`src/rtl/numeric_display_scan.sv`:
```
// Multiplexed N-digit seven-segment scanner.
// It decodes one hex nibble per digit and strobes one digit at a time. Brightness is
// set by PWM within each digit slot, and phase 0 of every slot is kept dark so the
// previous digit does not ghost. Leading zeros can be blanked. New values are applied
// only at the start of a frame, so a display update never tears.
module numeric_display_scan #(
  parameter int DIGIT_COUNT    = 4,
  parameter int CLK_DIV        = 10000,
  parameter int BRIGHT_BITS    = 4,
  parameter int SEG_ACTIVE_LOW = 1,
  parameter int DIG_ACTIVE_LOW = 0
) (
  input  logic                     MCLK,
  input  logic                     nRST,
  input  logic                     EN,
  input  logic                     LOAD,
  input  logic [4*DIGIT_COUNT-1:0] VALUE,
  input  logic [DIGIT_COUNT-1:0]   DP,
  input  logic                     BLANK_LZ,
  input  logic [BRIGHT_BITS-1:0]   BRIGHTNESS,
  output logic [7:0]               SEG_pins,
  output logic [DIGIT_COUNT-1:0]   DIGIT_pins,
  output logic                     FRAME_DONE
);

  // The slot tick is held as {phase, sub-phase}. Phase is then read directly,
  // with no divider, even when the phase length is not a power of two.
  localparam int PH_LEN = CLK_DIV >> BRIGHT_BITS;
  localparam int SUB_W  = (PH_LEN > 1) ? $clog2(PH_LEN) : 1;
  localparam int IDX_W  = (DIGIT_COUNT > 1) ? $clog2(DIGIT_COUNT) : 1;

  localparam logic [SUB_W-1:0]       SUB_MAX   = SUB_W'(PH_LEN - 1);
  localparam logic [IDX_W-1:0]       IDX_MAX   = IDX_W'(DIGIT_COUNT - 1);
  localparam logic [BRIGHT_BITS-1:0] PHASE_MAX = '1;

  localparam logic [0:0] ST_IDLE = 1'b0;
  localparam logic [0:0] ST_SCAN = 1'b1;

  // Hex digit to segments {g,f,e,d,c,b,a}, active-high.
  function automatic logic [6:0] seg7(input logic [3:0] nib);
    logic [6:0] s;
    case (nib)
      4'h0: s = 7'h3F;
      4'h1: s = 7'h06;
      4'h2: s = 7'h5B;
      4'h3: s = 7'h4F;
      4'h4: s = 7'h66;
      4'h5: s = 7'h6D;
      4'h6: s = 7'h7D;
      4'h7: s = 7'h07;
      4'h8: s = 7'h7F;
      4'h9: s = 7'h6F;
      4'hA: s = 7'h77;
      4'hB: s = 7'h7C;
      4'hC: s = 7'h39;
      4'hD: s = 7'h5E;
      4'hE: s = 7'h79;
      default: s = 7'h71;
    endcase
    return s;
  endfunction

  logic [0:0]               state;
  logic [SUB_W-1:0]         sub_cnt;
  logic [BRIGHT_BITS-1:0]   phase;
  logic [IDX_W-1:0]         idx;

  logic [4*DIGIT_COUNT-1:0] pend_value, act_value, nxt_value;
  logic [DIGIT_COUNT-1:0]   pend_dp, act_dp, nxt_dp;
  logic                     pend_blz, act_blz, nxt_blz;

  logic                     slot_last, frame_last, scan_run;

  logic [3:0]               cur_nib;
  logic                     cur_dp, cur_blank;
  logic [DIGIT_COUNT-1:0]   lz_vec;

  logic [7:0]               seg_p0, seg_p1;
  logic [DIGIT_COUNT-1:0]   dig_p0, dig_p1;
  logic                     fd_p0, fd_p1;

  // A LOAD in the same cycle as a frame wrap is forwarded, so the newest value wins.
  assign nxt_value = LOAD ? VALUE    : pend_value;
  assign nxt_dp    = LOAD ? DP       : pend_dp;
  assign nxt_blz   = LOAD ? BLANK_LZ : pend_blz;

  assign slot_last  = (sub_cnt == SUB_MAX) && (phase == PHASE_MAX);
  assign frame_last = slot_last && (idx == IDX_MAX);
  assign scan_run   = (state == ST_SCAN) && EN;

  // Pending set: the last LOAD wins, in any state.
  always_ff @(posedge MCLK or negedge nRST) begin
    if (!nRST) begin
      pend_value <= '0;
      pend_dp    <= '0;
      pend_blz   <= 1'b0;
    end else if (LOAD) begin
      pend_value <= VALUE;
      pend_dp    <= DP;
      pend_blz   <= BLANK_LZ;
    end
  end

  // Scan FSM, slot counters, and the active set that is copied at each frame start.
  always_ff @(posedge MCLK or negedge nRST) begin
    if (!nRST) begin
      state     <= ST_IDLE;
      sub_cnt   <= '0;
      phase     <= '0;
      idx       <= '0;
      act_value <= '0;
      act_dp    <= '0;
      act_blz   <= 1'b0;
    end else begin
      case (state)
        ST_IDLE: begin
          sub_cnt <= '0;
          phase   <= '0;
          idx     <= '0;
          if (EN) begin
            state     <= ST_SCAN;
            act_value <= nxt_value;
            act_dp    <= nxt_dp;
            act_blz   <= nxt_blz;
          end
        end
        ST_SCAN: begin
          if (!EN) begin
            state   <= ST_IDLE;
            sub_cnt <= '0;
            phase   <= '0;
            idx     <= '0;
          end else if (sub_cnt == SUB_MAX) begin
            sub_cnt <= '0;
            phase   <= phase + 1'b1;
            if (phase == PHASE_MAX) begin
              if (idx == IDX_MAX) begin
                idx       <= '0;
                act_value <= nxt_value;
                act_dp    <= nxt_dp;
                act_blz   <= nxt_blz;
              end else begin
                idx <= idx + 1'b1;
              end
            end
          end else begin
            sub_cnt <= sub_cnt + 1'b1;
          end
        end
        default: state <= ST_IDLE;
      endcase
    end
  end

  // Current digit selection and the leading-zero mask, scanned from the top digit down.
  always_comb begin
    logic lz_run;
    cur_nib = 4'h0;
    cur_dp  = 1'b0;
    lz_vec  = '0;
    lz_run  = 1'b1;
    for (int i = DIGIT_COUNT - 1; i >= 0; i--) begin
      if ((act_value[4*i +: 4] != 4'h0) || act_dp[i]) lz_run = 1'b0;
      lz_vec[i] = lz_run && (i != 0);
    end
    for (int i = 0; i < DIGIT_COUNT; i++) begin
      if (idx == IDX_W'(i)) begin
        cur_nib = act_value[4*i +: 4];
        cur_dp  = act_dp[i];
      end
    end
    cur_blank = act_blz && lz_vec[idx];
  end

  // Stage 0: segment, strobe and frame-done values for the current counter state.
  always_comb begin
    seg_p0 = 8'h00;
    dig_p0 = '0;
    fd_p0  = 1'b0;
    if (scan_run) begin
      if (!cur_blank) seg_p0 = {cur_dp, seg7(cur_nib)};
      if ((phase != '0) && (phase <= BRIGHTNESS))
        dig_p0 = DIGIT_COUNT'(1) << idx;
      fd_p0 = frame_last;
    end
  end

  // Stage 1: registered outputs. Pin polarity is applied after the register.
  always_ff @(posedge MCLK or negedge nRST) begin
    if (!nRST) begin
      seg_p1 <= 8'h00;
      dig_p1 <= '0;
      fd_p1  <= 1'b0;
    end else begin
      seg_p1 <= seg_p0;
      dig_p1 <= dig_p0;
      fd_p1  <= fd_p0;
    end
  end

  assign SEG_pins   = (SEG_ACTIVE_LOW != 0) ? ~seg_p1 : seg_p1;
  assign DIGIT_pins = (DIG_ACTIVE_LOW != 0) ? ~dig_p1 : dig_p1;
  assign FRAME_DONE = fd_p1;

endmodule

```
`config.mk`:
```
export PLATFORM = sky130hd
export DESIGN_NAME = numeric_display_scan
export DESIGN_NICKNAME = d
export VERILOG_FILES = /design/src/rtl/numeric_display_scan.sv
export SDC_FILE = /design/constraint.sdc
export NUM_CORES = 1
export LEC_CHECK = 0
export ABC_AREA = 1
export BUFFER_PORTS_ARGS = -buffer_cell sky130_fd_sc_hd__buf_2
export CORE_MARGIN = 2
export CORE_UTILIZATION = 38
export CTS_CLUSTER_DIAMETER = 50
export DETAILED_ROUTE_END_ITERATION = 10
export PLACE_DENSITY = 0.61
export SETUP_SLACK_MARGIN = 0.15
export SLEW_MARGIN = 20
export SYNTH_ARGS = -nofsm -noshare
export SYNTH_HDL_FRONTEND = slang
export SYNTH_SLANG_ARGS = --single-unit
```
`constraint.sdc`:
```
create_clock -name MCLK -period 2.4 [get_ports MCLK]
set_clock_uncertainty 0.1 [all_clocks]
set_input_delay 0.24 -clock MCLK [delete_from_list [all_inputs] [get_ports MCLK]]
set_output_delay 0.24 -clock MCLK [all_outputs]
set_load 0.03 [all_outputs]
```
* After elaboration in Yosys (flattened, before gate mapping) *
Memories as Yosys holds them, arrays and structs flattened.
Cells that the tools add are included.
W data, S select, Z words.

operators by class
  add/subtract/negate cells = 3
  multiply operators = 0
  div/mod/pow operators = 0
  $lt $le $gt $ge = 2
  equality and inequality tests = 12
  shift-type cells = 1
  muxes and demuxes = 51
  bitwise operators = 2
  reduce and logical (&&, ||, !) cells = 15

operators with widths
  kind                     count
  $mux W16                 6
  $mux W4                  14
  $pmux W16 S2             1
  $mux W10                 2
  $pmux W10 S2             1
  $mux W1                  16
  $mux W8                  2
  $pmux W4 S2              2
  $reduce_bool A4 Y1       4
  $add A10 B1 Y10 const B  1
  $eq A10 B10 Y1 const B   1
  $mux W2                  4
  $not A8 Y8               1
  $ne A2 B1 Y1 const B     3
  $ne A3 B2 Y1 const B     2
  $logic_and A1 B1 Y1      5
  $reduce_and A5 Y1        1
  $add A4 B1 Y4 const B    1
  $eq A2 B2 Y1 const B     2
  $eq A4 B4 Y1 const B     1
  $le A4 B4 Y1             1
  $ne A2 B2 Y1 const B     2
  $pmux W2 S2              1
  $shl A1 B2 Y4 const A    1
  9 further kinds          11

word-level totals
  flip-flop bits (word level) = 72
  latch bits = 0
  bits in writable memories = 0
  memory bits (read-only) = 112
  memories kept = 1

memories
  name              words  bits a word  rd ports  clocked after Yosys merged registers in  wr ports  RTL line  text
  (name not given)  16     7            1         0                                        0         42        case (nib)

* Longest topological paths before layout *
Gate-level depths: netlist of run 1.

  word-level depth = 10
  mapped depth = 14
  gate-level depth less buffers = 14

* Worst setup path after synthesis of run 1 *
Ideal clock, no wire load.

  kind = register to register
  start point = register idx[1]
  end point = register seg_p1[1]
  arrival = 1.741 ns
  data required time = 2.187 ns
  setup slack = 0.446 ns
  stages on the path, launching flop included = 14
  buffers on the path = 0
  clock period less this slack = 1.954 ns
  cells stage by stage = dfrtp_1 -> inv_1 -> ha_1 -> inv_2 -> nand2_1 -> nand3_1 -> nand2_1 -> o21ai_0 -> ha_1 -> nand3_1 -> nor2_1 -> nor2_1 -> nand2_1 -> inv_1

on the way
  cells in the longest elaborated chain, start to end = 8

RTL lines
  item                    RTL line  text
  start, declared         66        logic [IDX_W-1:0] idx;
  start signal, assigned  143       idx <= idx + 1'b1;
  $logic_not A2 Y1        167       if (idx == IDX_W'(i)) begin
  $mux W4 (4 in series)   167
  $mem_v2 Z16 W7          -
  $mux W8 (*)             181       if (!cur_blank) seg_p0 = {cur_dp, seg7(cur_nib)};
  $mux W8 (*)             180       if (scan_run) begin
  via seg_p0[1]           78        logic [7:0] seg_p0, seg_p1;
  end signal, assigned    195       seg_p1 <= seg_p0;
  end, declared           78

The timed path passes the listed nets; every way through them passes the cells marked *. The select of a mux whose other input is x is not followed.
A chain may end at the register's enable or synchronous reset.

* Worst setup path after layout of run 1 *
  start point = register idx[0]
  end point = register seg_p1[3]

The elaborated chain is that of the path after synthesis.

==> summary.md, run 1 <==
| Metric | Value |
|---|---|
| CTS H-Tree Depth | 3 |
| Die Wd | approximately 100 um |
| Share of the synthesized area in the top cell type | 0.496 |
| Clock-pin slew on the worst setup and hold paths | about 0.070 ns |
| DRT iter0 DRCs | between 100 and 150 |
| Worst hold start | DP[2] |
| Power Dens Cells | approximately 710 nW/um2 |
| R2r startpoint | idx[0]$_DFFE_PN0P_ |
| Row cnt | 35 |
| Clock Power Share | 0.326 |
| Cells after synthesis | about 410 |
| Worst Hold Endpoint | pend_dp[2]$_DFF_PN0_ |
| Maximum fanout along the worst path | 7 |
| Antenna cells | 0 |
| Switch share | 0.305 |
| Sequential power share | 0.475 |
| Sequential share of the synthesized area | 0.496 |
| WL per Instance | 12.4 um |
| Length in cells of the worst reg-to-reg path | 11 |
| Ys async rst share | 1.00 |
| Initial Util | 0.393 |
| Core box area | between 9000 and 10000 um2 |
| Residual DRC | 0 |
| Vias per cell | between 4 and 5 |
| Antenna violations before repair | 0 |
| Worst-Skew Late Latency | ~0.35 ns |
| CTS Buf Count | 9 |
| Crit. End Element | flop |
| CTS tree | done |
| CP startpoint kind | flop |
| Net Sw Power | 0.921 mW |
| Hold Crit Class | in -> reg |
| Setup TNS | 0 ns |
| Tcrit/Tclk final | 0.863 |
| Max-slew violations | 0 |
| CTS Buffer Depth | 2 |
| Internal | between 2 and 2.5 mW |
| Ys Warns | 0 |
| Reg2reg end | seg_p1[3]$_DFF_PN0_ |
| Cell taking the most area after synthesis | dfrtp_1 |
| Number of global-route vias before repair | 2662 |
| Largest net degree at the start of global routing | 73 |
| CP required | 2.54 ns |
| Height of the die | around 100 um |
| Worst EP arrival | around 2.2 ns |
| Run status | complete, no violations |
| Post-synth EDFFs | 0 |
| Mean Syn Cell Area | 8.79 um2 |
| Hold path depth | 2 |
| Mapped Area | about 3600 um2 |
| P_leak | around 2.1 nW |
| Slew HR | 0.696 |
| WS Path Type | reg -> reg |
| Worst-margin pin slew | approximately 0.46 ns |
| First drt pass iteration count | 4 |
| IO buf count | 41 |
| Die ar. | just over 10000 um2 |
| First-pass GRT wire length | roughly 12 mm |
| Count of cell types in the netlist | 30 |
| Top post-synthesis cells by count | 98 x nand2_1, 72 x dfrtp_1, 43 x nor2_1 |
| Io pins | 42 |
| HPWL after DPL | about 5 mm |
| Worst vdd ir | approximately 0.00029 V |
| Clock Sinks | 72 |
| CP startpoint | idx[0]$_DFFE_PN0P_ |
| Finish-stage setup viols | 0 |
| Share of cells above drive strength 1 | 0.242 |
| Total number of vias | around 2800 |
| DRT Wirelength | between 7 and 8 mm |
| Min Tclk post-route | 2.07 ns |
| Post-synthesis register bit count | 72 |
| Main synth FF type | dfrtp_1 |
| Unrepaired setup endpoints after global routing | yes |
| Routability congestion estimate | approximately 0.9 |
| Comb pwr share | 0.200 |
| Max_cap viols | 0 |
| Gr usage total | 0.155 |
| Syn_nets | 460 |
| Final core occ | 0.460 |
| GR Overflow Total | 0 |
| Post-CTS setup buffers | 0 |
| Fin. Hold Viols | 0 |
| Peak Freq | roughly 0.48 GHz |
| Flop-to-flop setup slack | 0.33 ns |
| Antenna-violating nets left | 0 |
| Area Overhead vs Synth | 17.1% |
| CTS root buffer | clkbuf_8 |
| Nets | 508 |
| Most common cell in the synthesized netlist | nand2_1 |
| Top post-synthesis cells by area | dfrtp_1 50%, nand2_1 10%, mux2_2 6.5%, ha_1 6.2%, nor2_1 4.4% |
==> sequential cells by signal (all words and copies together) (netlist names) <==
register    count
act_value      16
pend_value     16
sub_cnt        10
seg_p1          8
DIGIT_pins      4
act_dp          4
pend_dp         4
phase           4
idx             2
FRAME_DONE      1
act_blz         1
pend_blz        1
state           1
==> critical path, cell delays in order, from the launching register on <==
cell,delay [ns]
dfrtp_2,0.46
inv_2,0.12
ha_2,0.26
inv_2,0.08
nand3_1,0.12
nand2_1,0.06
o21ai_1,0.18
ha_1,0.29
nand3_1,0.10
nand3_1,0.08
nand2_1,0.06
nor2_1,0.04
==> placed cells by master, fill, tap and decap left out, drive strengths merged, types with 8 or more instances in the layout <==
cell	count
buf	46
mux2	21
dfrtp	72
a21oi	16
inv	46
nand2	101
ha	18
nor2	46
nor3	8
o21ai	14
nand3	25
nand4	25
clkbuf	11
==> routing by layer <==
metal | track usage | share of wire
met1 | 0.219 | 0.49
met2 | 0.220 | 0.44
met3 | 0.0435 | 0.048
met4 | 0.0707 | 0.021
met5 | 0 | 0
==> worst max path at each step <==
stage	to	depth (start not counted)
2_1_floorplan	seg_p1[1]$_DFF_PN0_	13
3_3_place_gp	seg_p1[1]$_DFF_PN0_	13
6_report	seg_p1[3]$_DFF_PN0_	11
3_5_place_dp	seg_p1[6]$_DFF_PN0_	13
5_1_grt	seg_p1[1]$_DFF_PN0_	13
4_1_cts	seg_p1[6]$_DFF_PN0_	13
==> repair_timing <==
item                       4_1_cts  5_1_grt
hold buffers                     2        0
hold endpoints to repair        73        0
resized for setup                0       10
setup endpoints to repair        0        7
==> cells by family (layout without fill, tap and decap cells) <==
group                    count (synthesis)  after routing  synth area share
flip-flops                              72             72             0.496
adder cells (fa/ha/maj)                 18             18            0.0620
buffers and inverters                   58            111            0.0648
AO/OA/AOI/OAI                           34             34            0.0517
XOR/XNOR                                 1              1           0.00241
multiplexers                            21             21            0.0651
AND/OR/NAND/NOR                        209            209             0.258
==> per-stage QoR <==
stage	worst slack [ns]	hold WS, ns	instance area [um2]	std cells	power (mW)
4_1_cts	0.196	0.0279	4220	595	3.04
5_1_grt	0.112	0.0289	4250	595	3.22
3_3_place_gp	0.328	0.198	3990	577	2.03
2_1_floorplan	0.446	-0.156	3630	413	1.86
6_report	0.329	0.0445	4250	595	3.02
3_5_place_dp	0.237	0.198	3990	577	2.04
==> power groups by stage <==
stage	sequential, mW	clock, mW	combinational (mW)
6_report	1.43	0.984	0.603
5_1_grt	1.45	1.08	0.690
3_3_place_gp	1.45	0	0.575
3_5_place_dp	1.46	0	0.581
2_1_floorplan	1.42	0	0.436
4_1_cts	1.43	1.02	0.593
==> area by class of cell <==
type | count | area (um2)
well taps | 129 | 161
inverters | 47 | 176
flip-flops and latches | 72 | 1800
clock buffers | 11 | 151
multi-input cells | 283 | 1630
fillers | 914 | 4990
repair buffers | 48 | 275
clock inverters | 5 | 55.1
Note: power is estimated with default switching activity, not from simulation.
==> inputs of run 2 (changes only) <==
==> constraint.sdc (replaced) <==
create_clock -name MCLK -period 2.5 [get_ports MCLK]
set_clock_uncertainty 0.1 [all_clocks]
set_input_delay 0.25 -clock MCLK [delete_from_list [all_inputs] [get_ports MCLK]]
set_output_delay 0.25 -clock MCLK [all_outputs]
set_load 0.03 [all_outputs]
==> summary.md, run 2 (same netlist as run 1, synthesis figures left out) <==
| Metric | Value |
|---|---|
| CTS root buffer | clkbuf_8 (unchanged) |
| Run status | complete, no violations (unchanged) |
| Io pins | 42 (unchanged) |
| CTS H-Tree Depth | 3 (unchanged) |
| First-pass GRT wire length | 12.8 mm (was 12.4 mm) |
| Height of the die | 102 um (unchanged) |
| Hold Crit Class | in -> reg (unchanged) |
| Nets | 509 (was 508) |
| Worst-Skew Late Latency | 0.35 ns (about the same) |
| Total number of vias | 2897 (was 2838) |
| Largest net degree at the start of global routing | 73 (unchanged) |
| Power Dens Cells | 714 nW/um2 (was 711 nW/um2) |
| CP startpoint kind | flop (unchanged) |
| Antenna-violating nets left | 0 (unchanged) |
| Most common cell after layout, fill and taps aside | nand2_1 (unchanged) |
| Most frequent cells in the layout | 98 x nand2_1, 72 x dfrtp_1, 43 x nor2_1 (was 98 x nand2_1, 71 x dfrtp_1, 43 x nor2_1) |
| Row cnt | 35 (unchanged) |
| Tcrit/Tclk final | 0.848 (was 0.863) |
| Initial Util | 0.393 (unchanged) |
| DRT iter0 DRCs | 140 (was 148) |
| Die Wd | 102 um (unchanged) |
| WS Path Type | reg -> reg (unchanged) |
| CP startpoint | idx[0]$_DFFE_PN0P_ (unchanged) |
| Min Tclk post-route | 2.12 ns (was 2.07 ns) |
| Vias per cell | 4.86 (was 4.77) |
| Length in cells of the worst reg-to-reg path | 10 (was 11) |
| Area Overhead vs Synth | 17.4% (was 17.1%) |
| Antenna cells | 0 (unchanged) |
| R2r startpoint | idx[0]$_DFFE_PN0P_ (unchanged) |
| HPWL after DPL | 5.24 mm (was 5.08 mm) |
| CTS Buf Count | 9 (unchanged) |
| Crit. End Element | flop (unchanged) |
| Maximum fanout along the worst path | 6 (was 7) |
| Worst-margin pin slew | 0.450 ns (was 0.456 ns) |
| Routability congestion estimate | 0.881 (was 0.886) |
| Biggest regs | act_value: 16 flops, pend_value: 16 flops, sub_cnt: 10 flops (unchanged) |
| Finish-stage setup viols | 0 (unchanged) |
| Fin. Hold Viols | 0 (unchanged) |
| Antenna violations before repair | 0 (unchanged) |
| Setup TNS | 0 ns (unchanged) |
| Finished layout cell area | 4260 um2 (was 4250 um2) |
| Unrepaired setup endpoints after global routing | yes (unchanged) |
| Clock-pin slew on the worst setup and hold paths | 0.08 ns (was 0.07 ns) |
| Worst EP arrival | 2.25 ns (was 2.21 ns) |
| GR Overflow Total | 0 (unchanged) |
| Die ar. | 10400 um2 (unchanged) |
| Reg2reg end | seg_p1[0]$_DFF_PN0_ (was seg_p1[3]$_DFF_PN0_) |
| Flop-to-flop setup slack | 0.38 ns (was 0.33 ns) |
| Number of global-route vias before repair | 2817 (was 2662) |
| CP required | 2.63 ns (was 2.54 ns) |
| Max_cap viols | 0 (unchanged) |
| Gr usage total | 0.155 (about the same) |
| Share of cells above drive strength 1 | 0.236 (was 0.242) |
| Max-slew violations | 0 (unchanged) |
| First drt pass iteration count | 4 (unchanged) |
| CTS Buffer Depth | 2 (unchanged) |
| Peak Freq | 0.472 GHz (was 0.483 GHz) |
| Placed Instance Area | 4000 um2 (was 3990 um2) |
| P_leak | 2.11 nW (was 2.09 nW) |
| Core box area | 9240 um2 (unchanged) |
| Crit path capture | seg_p1[0]$_DFF_PN0_ (was seg_p1[3]$_DFF_PN0_) |
| Worst vdd ir | 0.000330 V (was 0.000286 V) |
| Residual DRC | 0 (unchanged) |
| IO buf count | 41 (unchanged) |
| DRT Wirelength | 7.33 mm (was 7.35 mm) |
| Post-CTS setup buffers | 0 (unchanged) |
| Worst hold start | VALUE[9] (was DP[2]) |
| Clock Sinks | 72 (unchanged) |
| Slew HR | 0.700 (was 0.696) |
| CTS tree | done (unchanged) |
| WL per Instance | 12.3 um (was 12.4 um) |
-- run 2: critical path: stages, from the launching register on --
cell and delay [ns]:
dfrtp_1 0.42, inv_1 0.14, ha_2 0.25, nand2_1 0.07, nand2_1 0.05, nand3_1 0.09, a21oi_1 0.29, ha_1 0.29
nand2_1 0.09, a21oi_1 0.14, nor2_1 0.06
-- run 2: per-stage QoR --
stage | std cells | hold WS, ns | utilization | total power, mW | setup slack (ns)
6_report | 596 | 0.0574 | 0.461 | 3.04 | 0.381
2_1_floorplan | 413 | -0.146 | - | 1.78 | 0.546
5_1_grt | 596 | 0.0467 | 0.461 | 3.23 | 0.150
3_5_place_dp | 578 | 0.209 | 0.432 | 1.96 | 0.323
4_1_cts | 596 | 0.0465 | 0.460 | 3.07 | 0.288
3_3_place_gp | 578 | 0.210 | 0.432 | 1.95 | 0.432
-- run 2: layer usage --
layer / vias up / GRT usage / share of wire
li1: 1452 / - / -
met1: 1363 / 0.216 / 0.48
met2: 71 / 0.237 / 0.45
met3: 11 / 0.0311 / 0.049
met4: 0 / 0.0655 / 0.018
met5: - / 0 / 0
-- run 2: worst min-delay path by stage --
stage                               end  slack (ns)  cells after the start
6_report        pend_value[9]$_DFF_PN0_        0.06                      2
5_1_grt        pend_value[13]$_DFF_PN0_        0.05                      2
4_1_cts         pend_value[9]$_DFF_PN0_        0.05                      2
3_5_place_dp    pend_value[7]$_DFF_PN0_        0.21                      2
3_3_place_gp    pend_value[7]$_DFF_PN0_        0.21                      2
2_1_floorplan   DIGIT_pins[0]$_DFF_PN0_       -0.15                      0
-- run 2: area by class of cell --
class / count / area, um2
Inverter: 47 / 176
Fill cell: 934 / 4980
Multi-Input combinational cell: 283 / 1610
Clock inverter: 6 / 108
Tap cell: 129 / 161
Clock buffer: 10 / 128
Timing Repair Buffer: 49 / 283
Sequential cell: 72 / 1800
-- run 2: repair_timing --
action | in CTS | in global routing
hold buffers | 2 | 0
gates resized for setup | 0 | 5
hold endpoints to repair | 73 | 0
endpoints found under the setup margin | 0 | 7
-- run 2: report_power, final --
group	internal (mW)	leakage (nW)	switching [mW]
clock network	0.660	0.116	0.434
logic	0.211	1.07	0.362
registers	1.29	0.918	0.0857
==> inputs of run 3 (changes only) <==
--- a/config.mk
+++ b/config.mk
@@ -5,7 +5,7 @@
 export SDC_FILE = /design/constraint.sdc
 export NUM_CORES = 1
 export LEC_CHECK = 0
-export ABC_AREA = 1
+export ABC_AREA = 0
 export BUFFER_PORTS_ARGS = -buffer_cell sky130_fd_sc_hd__buf_2
 export CORE_MARGIN = 2
 export CORE_UTILIZATION = 38
==> constraint.sdc (replaced) <==
create_clock -name MCLK -period 2 [get_ports MCLK]
set_clock_uncertainty 0.1 [all_clocks]
set_input_delay 0.2 -clock MCLK [delete_from_list [all_inputs] [get_ports MCLK]]
set_output_delay 0.2 -clock MCLK [all_outputs]
set_load 0.03 [all_outputs]
==> summary.md, run 3 <==
| Metric | Value |
|---|---|
| Worst Hold Endpoint | pend_value[10]$_DFF_PN0_ (was pend_value[9]$_DFF_PN0_) |
| CP startpoint kind | flop (unchanged) |
| Most common cell in the synthesized netlist | dfrtp_1 (was nand2_1) |
| Mapped Area | 3540 um2 (was 3630 um2) |
| Die Wd | 101 um (was 102 um) |
| Biggest regs | act_value: 16 flops, pend_value: 16 flops, sub_cnt: 10 flops (unchanged) |
| Residual DRC | 0 (unchanged) |
| Area share of fa/ha/maj cells after synthesis | 0.0636 (was 0.0620) |
| Complex-gate fraction of the synthesized area | 0.0742 (was 0.0517) |
| Crit-path cells | inv_1 > ha_1 > nand4_1 > or4_4 > buf_6 > or3_2 > a21oi_2 (was inv_1 > ha_2 > nand2_1 > nand2_1 > nand3_1 > a21oi_1 > ha_1 > nand2_1 > a21oi_1 > nor2_1) |
| IO buf count | 41 (unchanged) |
| GR Overflow Total | 0 (unchanged) |
| Syn_nets | 345 (was 460) |
| Initial Util | 0.387 (was 0.393) |
| CTS root buffer | clkbuf_8 (unchanged) |
| Synth Area in XOR/XNOR | 0.0272 (was 0.00241) |
| Flop-to-flop setup slack | -0.12 ns (was 0.38 ns) |
| CTS Buffer Depth | 2 (unchanged) |
| Slew HR | 0.703 (was 0.700) |
| Maximum fanout along the worst path | 3 (was 6) |
| Hold_ws | 0.0185 ns (was 0.0574 ns) |
| WL per Instance | 13.6 um (was 12.3 um) |
| Antenna-violating nets left | 0 (unchanged) |
| Antenna cells | 0 (unchanged) |
| Total number of vias | 2499 (was 2897) |
| Tcrit/Tclk final | 1.06 (was 0.848) |
| Height of the die | 101 um (was 102 um) |
| Hold path depth | 2 (unchanged) |
| Area Overhead vs Synth | 38.6% (was 17.4%) |
| Fin. Hold Viols | 0 (unchanged) |
| Main synth FF type | dfrtp_1 (unchanged) |
| Setup TNS | -2.54 ns (was 0 ns) |
| Gr usage total | 0.149 (was 0.155) |
| Post-synthesis mux area share | 0.163 (was 0.0651) |
| DRT iter0 DRCs | 76 (was 140) |
| First-pass GRT wire length | 11.8 mm (was 12.8 mm) |
| Vias per cell | 4.83 (was 4.86) |
| Hold Crit Class | in -> reg (unchanged) |
| Top post-synthesis cells by area | dfrtp_1 51%, mux2_4 8.5%, mux2_2 7.0%, ha_1 6.4%, nor2_1 3.1% (was dfrtp_1 50%, nand2_1 10%, mux2_2 6.5%, ha_1 6.2%, nor2_1 4.4%) |
| CTS Buf Count | 9 (unchanged) |
| Clock-pin slew on the worst setup and hold paths | 0.07 ns (was 0.08 ns) |
| Worst-margin pin slew | 0.444 ns (was 0.450 ns) |
| CTS tree | done (unchanged) |
| Buf+Inv Stages, Crit Path | 2 (was 1) |
| Largest net degree at the start of global routing | 73 (unchanged) |
| Cells after synthesis | 298 (was 413) |
| Reg2reg end | idx[0]$_DFFE_PN0P_ (was seg_p1[0]$_DFF_PN0_) |
| Io pins | 42 (unchanged) |
| Final core occ | 0.536 (was 0.461) |
| Worst vdd ir | 0.000312 V (was 0.000330 V) |
| Tot Pwr | 3.77 mW (was 3.04 mW) |
| Worst EP arrival | 2.28 ns (was 2.25 ns) |
| HPWL after DPL | 4.92 mm (was 5.24 mm) |
| Ys Warns | 0 (unchanged) |
| Antenna violations before repair | 0 (unchanged) |
| Mean Syn Cell Area | 11.9 um2 (was 8.79 um2) |
| Worst hold start | VALUE[10] (was VALUE[9]) |
| Max_cap viols | 0 (unchanged) |
| Largest family of logic cells by synthesized area | multiplexers (was simple AND/OR/NAND/NOR gates) |
| Post-synthesis register bit count | 72 (unchanged) |
| Most common cell after layout, fill and taps aside | dfrtp_1 (was nand2_1) |
| Clock Sinks | 72 (unchanged) |
| CP required | 2.16 ns (was 2.63 ns) |
| Sequential share of the synthesized area | 0.509 (was 0.496) |
| Delay of the slowest critical-path stage | 0.58 ns (was 0.42 ns) |
| Share of the synthesized area in the top cell type | 0.509 (was 0.496) |
| Ys async rst share | 1.00 (unchanged) |
| Top post-synthesis cells by count | 72 x dfrtp_1, 29 x nor2_1, 22 x inv_1, 22 x mux2_2, 20 x mux2_4 (was 98 x nand2_1, 72 x dfrtp_1, 43 x nor2_1) |
| Row cnt | 35 (unchanged) |
| R2r startpoint | sub_cnt[1]$_DFF_PN0_ (was idx[0]$_DFFE_PN0P_) |
| P_leak | 2.22 nW (was 2.11 nW) |
| Post-Synth Simple-Gate Area | 0.121 (was 0.258) |
| Final WS setup | -0.120 ns (was 0.381 ns) |
| Cell taking the most area after synthesis | dfrtp_1 (unchanged) |
| Share of cells above drive strength 1 | 0.493 (was 0.236) |
| Crit. End Element | flop (unchanged) |
| Power Dens Cells | 769 nW/um2 (was 714 nW/um2) |
| CTS H-Tree Depth | 3 (unchanged) |
| First drt pass iteration count | 4 (unchanged) |
| Run status | complete, but fails checks (was complete, no violations) |
| Peak Freq | 0.472 GHz (about the same) |
| Min Tclk post-route | 2.12 ns (about the same) |
| Fill count | 770 (was 934) |
| Nets | 448 (was 509) |
| DRT Wirelength | 7.05 mm (was 7.33 mm) |
| Core box area | 9150 um2 (was 9240 um2) |
| Crit-path slowest cell | or4_4 (was dfrtp_1) |
| CP top delay family | simple AND/OR/NAND/NOR gates (was adder cells) |
| Die ar. | 10100 um2 (was 10400 um2) |
| Most frequent cells in the layout | 70 x dfrtp_1, 41 x buf_2, 36 x buf_4 (was 98 x nand2_1, 72 x dfrtp_1, 43 x nor2_1) |
| WS Path Type | reg -> reg (unchanged) |
| Count of cell types in the netlist | 45 (was 30) |
| Finish-stage setup viols | 26 (was 0) |
| Max-slew violations | 0 (unchanged) |
| Length in cells of the worst reg-to-reg path | 7 (was 10) |
| Worst-Skew Late Latency | 0.34 ns (was 0.35 ns) |
| Routability congestion estimate | 0.865 (was 0.881) |
| Failing checks | negative setup slack |
| Unrepaired setup endpoints after global routing | yes (unchanged) |
| Post-synth EDFFs | 0 (unchanged) |
| Number of global-route vias before repair | 2426 (was 2817) |
==> run 3: cell count changes after synthesis, sizes merged, moves of 8 or more <==
cell | previous run | this run
nand2 | 101 | 15
inv | 46 | 22
nand4 | 25 | 3
mux2 | 21 | 42
nand3 | 25 | 8
nor2 | 46 | 30
a21oi | 16 | 4
o21ai | 14 | 6
==> run 3: layout make-up <==
type                            count  area, um2  share of cell area
Clock buffer                       12        155              0.0316
Clock inverter                      4       76.3              0.0156
Inverter                           22       90.1              0.0184
Multi-Input combinational cell    195       1890               0.386
Sequential cell                    72       1800               0.368
Tap cell                          111        139              0.0283
Timing Repair Buffer              101        746               0.152
==> run 3: layer usage <==
layer / GRT usage / wire length, um / vias up / part of all wire
li1: - / - / 1241 / -
met1: 0.206 / 3430 / 1210 / 0.49
met3: 0.0402 / 227 / 9 / 0.032
met4: 0.0495 / 100 / 0 / 0.014
met5: 0 / 0 / - / 0
met2: 0.229 / 3300 / 39 / 0.47
==> run 3: metrics by stage <==
| stage | area, um2 | setup WS, ns | instances |
|---|---|---|---|
| after CTS | 4820 | -0.113 | 514 |
| after floorplan | 3630 | -0.161 | 298 |
| after global placement | 4220 | -0.105 | 479 |
| after detailed placement | 4220 | -0.134 | 479 |
| final | 4900 | -0.120 | 517 |
| after global routing | 4900 | -0.237 | 517 |
==> run 3: worst register-to-register path, cell delays in order, from the launching register on <==
cell and delay, ns:
dfrtp_1 0.38, inv_1 0.06, ha_1 0.13, nand4_1 0.10
or4_4 0.58, buf_6 0.14, or3_2 0.41, a21oi_2 0.14
==> run 3: cells by family (layout without fill, tap and decap cells) <==
group                      after synthesis  after routing
buffers and inverters                   31            139
adders and majority gates               18             18
muxes                                   45             45
DFF                                     72             72
and+or+nand+nor                         85             85
xor gates and xnor gates                11             11
AOI/OAI and AO/OA                       36             36
==> run 3: how the worst max path moves through the flow <==
stage / from / to / cells after the start
detailed placement: idx[0]$_DFFE_PN0P_ / seg_p1[6]$_DFF_PN0_ / 9
global placement: idx[0]$_DFFE_PN0P_ / seg_p1[6]$_DFF_PN0_ / 9
finish: sub_cnt[1]$_DFF_PN0_ / idx[0]$_DFFE_PN0P_ / 7
floorplan: sub_cnt[0]$_DFF_PN0_ / act_blz$_DFFE_PN0P_ / 9
global route: sub_cnt[0]$_DFF_PN0_ / idx[0]$_DFFE_PN0P_ / 7
CTS: sub_cnt[1]$_DFF_PN0_ / idx[0]$_DFFE_PN0P_ / 7
==> run 3: what timing repair did <==
item | CTS | global route
hold endpoints to repair | 85 | 0
pin swaps | 20 | 16
hold buffers | 14 | 0
buffers inserted | 5 | 3
resized for setup | 42 | 13
setup endpoints to repair | 34 | 35
==> run 3: power by group <==
part	internal, mW	switching [mW]	leakage (nW)	total (mW)
logic	0.409	0.362	1.20	0.771
registers	1.60	0.0895	0.900	1.69
clock network	0.773	0.538	0.113	1.31
